### config.mk
export PLATFORM = sky130hd
export DESIGN_NAME = ccff_chain_loader
export DESIGN_NICKNAME = d
export VERILOG_FILES = /design/src/rtl/ccff_chain_loader_pkg.sv /design/src/rtl/ccff_chain_loader_rb_packer.sv /design/src/rtl/ccff_chain_loader.sv
export SDC_FILE = /design/constraint.sdc
export NUM_CORES = 1
export LEC_CHECK = 0
export CORE_MARGIN = 1
export CORE_UTILIZATION = 49
export CTS_BUF_LIST = sky130_fd_sc_hd__clkbuf_4 sky130_fd_sc_hd__clkbuf_8 sky130_fd_sc_hd__clkbuf_16
export DETAILED_ROUTE_END_ITERATION = 8
export GPL_TIMING_DRIVEN = 0
export PLACE_DENSITY = 0.75
export REMOVE_ABC_BUFFERS = 1
export SYNTH_ARGS = -nofsm -noshare
export SYNTH_HDL_FRONTEND = slang
export SYNTH_SLANG_ARGS = --single-unit
### constraint.sdc
create_clock -name prog_clk -period 1.8 [get_ports prog_clk]
set_clock_uncertainty 0.1 [all_clocks]
set_input_delay 0.18 -clock prog_clk [delete_from_list [all_inputs] [get_ports prog_clk]]
set_output_delay 0.18 -clock prog_clk [all_outputs]
set_load 0.005 [all_outputs]
### src/rtl/ccff_chain_loader_pkg.sv
// Shared types and helpers for the configuration-chain loader.
package ccff_loader_pkg;

  typedef enum logic [1:0] {
    ST_IDLE  = 2'd0,
    ST_LOAD  = 2'd1,
    ST_SHIFT = 2'd2,
    ST_DONE  = 2'd3
  } ccff_ld_state_e;

  // Bits needed to hold any count in 0..n inclusive.
  function automatic int cnt_width(input int n);
    return $clog2(n + 1);
  endfunction

endpackage

### src/rtl/ccff_chain_loader_rb_packer.sv
// Packs ccff_tail samples into readback words; the last chain bit flushes a partial word.
module ccff_rb_packer #(
  parameter int WORD_W = 8
) (
  input  logic              clk,
  input  logic              rst_n,
  input  logic              sample_en,
  input  logic              tail,
  input  logic              flush,
  output logic [WORD_W-1:0] rb_data,
  output logic              rb_valid
);

  localparam int IDX_W = (WORD_W > 1) ? $clog2(WORD_W) : 1;

  logic [IDX_W-1:0]  idx;
  logic [WORD_W-1:0] acc;
  logic [WORD_W-1:0] acc_nxt;

  always_comb begin
    acc_nxt      = acc;
    acc_nxt[idx] = tail;
  end

  always_ff @(posedge clk or negedge rst_n) begin
    if (!rst_n) begin
      idx      <= '0;
      acc      <= '0;
      rb_data  <= '0;
      rb_valid <= 1'b0;
    end else begin
      rb_valid <= 1'b0;
      if (sample_en) begin
        // acc is cleared on every emit, so a flushed partial word is zero-padded
        if (flush || idx == IDX_W'(WORD_W - 1)) begin
          rb_data  <= acc_nxt;
          rb_valid <= 1'b1;
          acc      <= '0;
          idx      <= '0;
        end else begin
          acc <= acc_nxt;
          idx <= idx + IDX_W'(1);
        end
      end
    end
  end

endmodule

### src/rtl/ccff_chain_loader.sv
// Configuration-chain initiator: serialises bitstream words onto ccff_head and
// returns the bits leaving the chain as readback words.
module ccff_chain_loader
  import ccff_loader_pkg::*;
#(
  parameter int WORD_W    = 8,
  parameter int CHAIN_LEN = 9
) (
  input  logic              prog_clk,
  input  logic              prog_reset_n,
  input  logic              start,
  input  logic [WORD_W-1:0] bs_data,
  input  logic              bs_valid,
  output logic              bs_ready,
  output logic              ccff_head,
  output logic              ccff_clk_en,
  input  logic              ccff_tail,
  output logic [WORD_W-1:0] rb_data,
  output logic              rb_valid,
  output logic              busy,
  output logic              done,
  output logic              io_isol_n
);

  localparam int CNT_W = cnt_width(CHAIN_LEN);
  localparam int WL_W  = cnt_width(WORD_W);

  ccff_ld_state_e    state;
  logic [WORD_W-1:0] shreg;
  logic [CNT_W-1:0]  bits_left;
  logic [WL_W-1:0]   word_left;
  logic [WL_W-1:0]   word_len;
  logic              last_bit;

  assign bs_ready = (state == ST_LOAD);
  assign last_bit = (state == ST_SHIFT) && (bits_left == CNT_W'(1));
  assign word_len = (int'(bits_left) >= WORD_W) ? WL_W'(WORD_W) : WL_W'(bits_left);

  always_ff @(posedge prog_clk or negedge prog_reset_n) begin
    if (!prog_reset_n) begin
      state       <= ST_IDLE;
      shreg       <= '0;
      bits_left   <= '0;
      word_left   <= '0;
      ccff_head   <= 1'b0;
      ccff_clk_en <= 1'b0;
      busy        <= 1'b0;
      done        <= 1'b0;
      io_isol_n   <= 1'b0;
    end else begin
      case (state)
        ST_IDLE: begin
          if (start) begin
            state     <= ST_LOAD;
            io_isol_n <= 1'b0;
            busy      <= 1'b1;
            bits_left <= CNT_W'(CHAIN_LEN);
          end
        end
        ST_LOAD: begin
          if (bs_valid) begin
            shreg       <= bs_data;
            ccff_head   <= bs_data[0];
            ccff_clk_en <= 1'b1;
            word_left   <= word_len;
            state       <= ST_SHIFT;
          end
        end
        ST_SHIFT: begin
          // head/clk_en are registered one bit ahead so head holds its last value once shifting stops
          shreg     <= shreg >> 1;
          bits_left <= bits_left - CNT_W'(1);
          word_left <= word_left - WL_W'(1);
          if (bits_left == CNT_W'(1)) begin
            ccff_clk_en <= 1'b0;
            done        <= 1'b1;
            state       <= ST_DONE;
          end else if (word_left == WL_W'(1)) begin
            ccff_clk_en <= 1'b0;
            state       <= ST_LOAD;
          end else begin
            ccff_head <= shreg[1];
          end
        end
        ST_DONE: begin
          done      <= 1'b0;
          busy      <= 1'b0;
          io_isol_n <= 1'b1;
          state     <= ST_IDLE;
        end
        default: state <= ST_IDLE;
      endcase
    end
  end

  ccff_rb_packer #(
    .WORD_W (WORD_W)
  ) u_rb_packer (
    .clk       (prog_clk),
    .rst_n     (prog_reset_n),
    .sample_en (ccff_clk_en),
    .tail      (ccff_tail),
    .flush     (last_bit),
    .rb_data   (rb_data),
    .rb_valid  (rb_valid)
  );

endmodule

==> metrics.csv <==
stage,metric,value,unit
power_and_ir_drop,p_leak,1.20,nW
placed_design,finalWeightedCongestion,0.750,
timing,clock.fmax,569,MHz
detailed_routing,vias,1722,
logic_synthesis,synth_top_area_share,49.1,%
timing,max_slew_margin,63.5,%
power_and_ir_drop,vdd.ir_drop.worst,1010,uV
hold_path,hold_path.class,input port to asynchronous set/reset pin,
layout,finish.utilization,66.5,%
logic_synthesis,synth.distinct_cells,38,
setup_path,slowest_stage,or4_1,
setup_path,startpoint,state[0],
global_routing,grt_pass1_wl,7020,um
layout,stdcell_count,311,
setup_path,path_class,flip-flop to flip-flop,
flow_run,cap_violations,0,
power_and_ir_drop,power,4.78,mW
floorplanning,io_pins,28,
logic_synthesis,synth_warnings,0,
placed_design,dp_hpwl,2740,um
detailed_routing,drt_first_pass_iters,5,
logic_synthesis,ys_top_cells_by_count,"42 x dfrtp_1, 22 x nand2_1, 21 x inv_1",
logic_synthesis,ys_seq_elements,42,
setup_path,reg2reg_from,state[0],
global_routing,grt_use_total,20.5,%
floorplanning,initial_core_util,52.4,%
logic_synthesis,synth_seq_area_share,49.1,%
global_routing,overflow,0,
power_and_ir_drop,cellPowerDensity,1760,mW/mm2
floorplanning,rows,23,
layout,syn_to_final_growth,26.9,%
cts,htreeDepth,2,
detailed_routing,drcViolationCount,0,
setup_path,cp_max_fo,10,
setup_path,critPathLaunchType,flip-flop,
timing,slew_violations,0,
setup_path,path_cells,"ha_4, mux2i_4, or4_1, o21ai_1, a21oi_1",
setup_path,arrival,1.82,ns
timing,whs,0.270,ns
cts,cts_tree,yes,
detailed_routing,first_iter_violations,123,
setup_path,required,1.87,ns
cts,clk_pin_slew_worst_paths,0.09,ns
placed_design,dp.cells,290,
logic_synthesis,syn_inst,224,
cts,cts-root-buf,clkbuf_8,
layout,diodes,0,
timing,hold_violations,0,
logic_synthesis,syn_area,0.00214,mm2
detailed_routing,wl,4470,um
detailed_routing,wire_per_inst,14.4,um
timing,min_period_over_period,97.7,%
logic_synthesis,synth_area_leaders,"dfrtp_1 49%, ha_1 5.8%, mux2i_1 5.6%",
layout,drive_gt1_share,14.6,%
timing,rsz0062_at_grt,true,
global_routing,antenna_found_initial,0,
setup_path,crit_family,simple AND/OR/NAND/NOR gates,
floorplanning,core,0.00409,mm2
floorplanning,dieArea,0.00464,mm2
logic_synthesis,syn_avg_cell_area,9.56,um2
logic_synthesis,yosysMostFrequentCell,dfrtp_1,
global_routing,grt_start_max_net_pins,25,
setup_path,slowest_delay,0.48,ns
detailed_routing,via_per_inst,5.54,
global_routing,grt_pass1_vias,1569,
setup_path,endpoint_kind,flip-flop,
floorplanning,die_x,68.1,um
logic_synthesis,synth_area_leader_cell,dfrtp_1,
cts,cts-buffers-inserted,5,
logic_synthesis,ys_async_sr_fraction,100,%
run_status,status,completed,
layout,final_net_count,283,
logic_synthesis,synth_edf_count,0,
placed_design,port_buffers,27,
timing,finalSetupViolCount,0,
logic_synthesis,ys_dominant_reg_cell,dfrtp_1,
cts,clockBufferDepth,2,
setup_path,crit_buf_inv,0,
cts,numClockSinks,42,
floorplanning,die_h,68.1,um
timing,tightest_slew,0.537,ns
timing,fin_crit,1.76,ns
detailed_routing,route.antenna.remaining_nets,0,
cts,clk_latency,0.30,ns
layout by cell type, fill, tap and decap left out, types with 2 or more instances in the layout:
cell type	Yosys	final
nor2_1	10	10
inv_1	21	19
o21ai_0	20	20
nor2b_1	3	3
o21ai_1	10	10
buf_6	1	2
inv_2	1	3
and3b_1	2	2
mux2i_1	12	11
nor3_1	4	4
buf_4	1	8
clkbuf_8	0	5
a21oi_1	14	14
nor3b_1	4	3
ha_4	0	2
nand3_1	7	7
o22ai_1	10	10
clkdlybuf4s50_1	0	26
dfrtp_1	42	40
nand2_1	22	22
nand2b_1	4	4
ha_1	10	7
where the power goes:
part	total, mW	internal [mW]	leakage (nW)	switching (mW)
Clock	0.624	0.289	0.0486	0.335
Combinational	2.36	1.20	0.634	1.16
Sequential	1.80	1.38	0.514	0.421
Total	4.78	2.87	1.20	1.92
final timing paths:
path,end,slack (ns),depth (start not counted)
worst min register to register,shreg[6],0.38,2
worst max register to register,ccff_head,0.04,5
worst min-delay path,u_rb_packer.acc[7],0.27,2
min in group prog_clk,shreg[7],0.35,3
max in group asynchronous,shreg[3],0.84,3
worst max-delay path,ccff_head,0.04,5
per-layer routing:
layer	routed length (um)	GRT usage [%]	up-vias	part of all wire, %
met4	57	6.25	0	1.3
met2	2230	36.6	40	50
met3	177	4.00	7	4.0
met1	2000	24.6	831	45
met5	0	0	-	0
li1	-	-	844	-
registers in the layout, summed over array words and instances (netlist names), 2 cells and up:
register and cells:
bits_left 4, shreg 7, state 2, u_rb_packer.acc 8, u_rb_packer.idx 3, u_rb_packer.rb_data 8, word_left 4
per-stage QoR:
stage               setup TNS [ns]  area [um2]  worst slack, ns
finish                           0        2720           0.0416
global route               -0.0487        2720          -0.0370
CTS                        -0.0192        2640          -0.0192
detailed placement          -23.29        2430            -1.41
global placement            -49.92        2410            -1.39
floorplan                    -8.31        2080           -0.826
cell type report:
class	count	area, um2
fill	315	1370
sequential	42	1060
multi-input combinational	149	1020
timing repair buffer	40	405
inverter	22	82.6
clock buffer	6	76.3
tap	50	62.6
clock inverter	2	13.8
cell families after synthesis:
group,after synthesis,share of synthesized area [%]
and+or+nand+nor,62,15.0
adders and majority gates,10,5.84
muxes,12,5.61
AOI/OAI and AO/OA,64,17.7
buffers and inverters,34,6.78
DFF,42,49.1
timing repair:
action,in CTS,in global routing
resized for setup,7,11
hold buffers,1,0
setup buffers,7,4
setup endpoints to repair,41,28
hold endpoints to repair,18,0
pin swaps,1,1
cloned,0,1
Power figures use the tool's default switching activity.
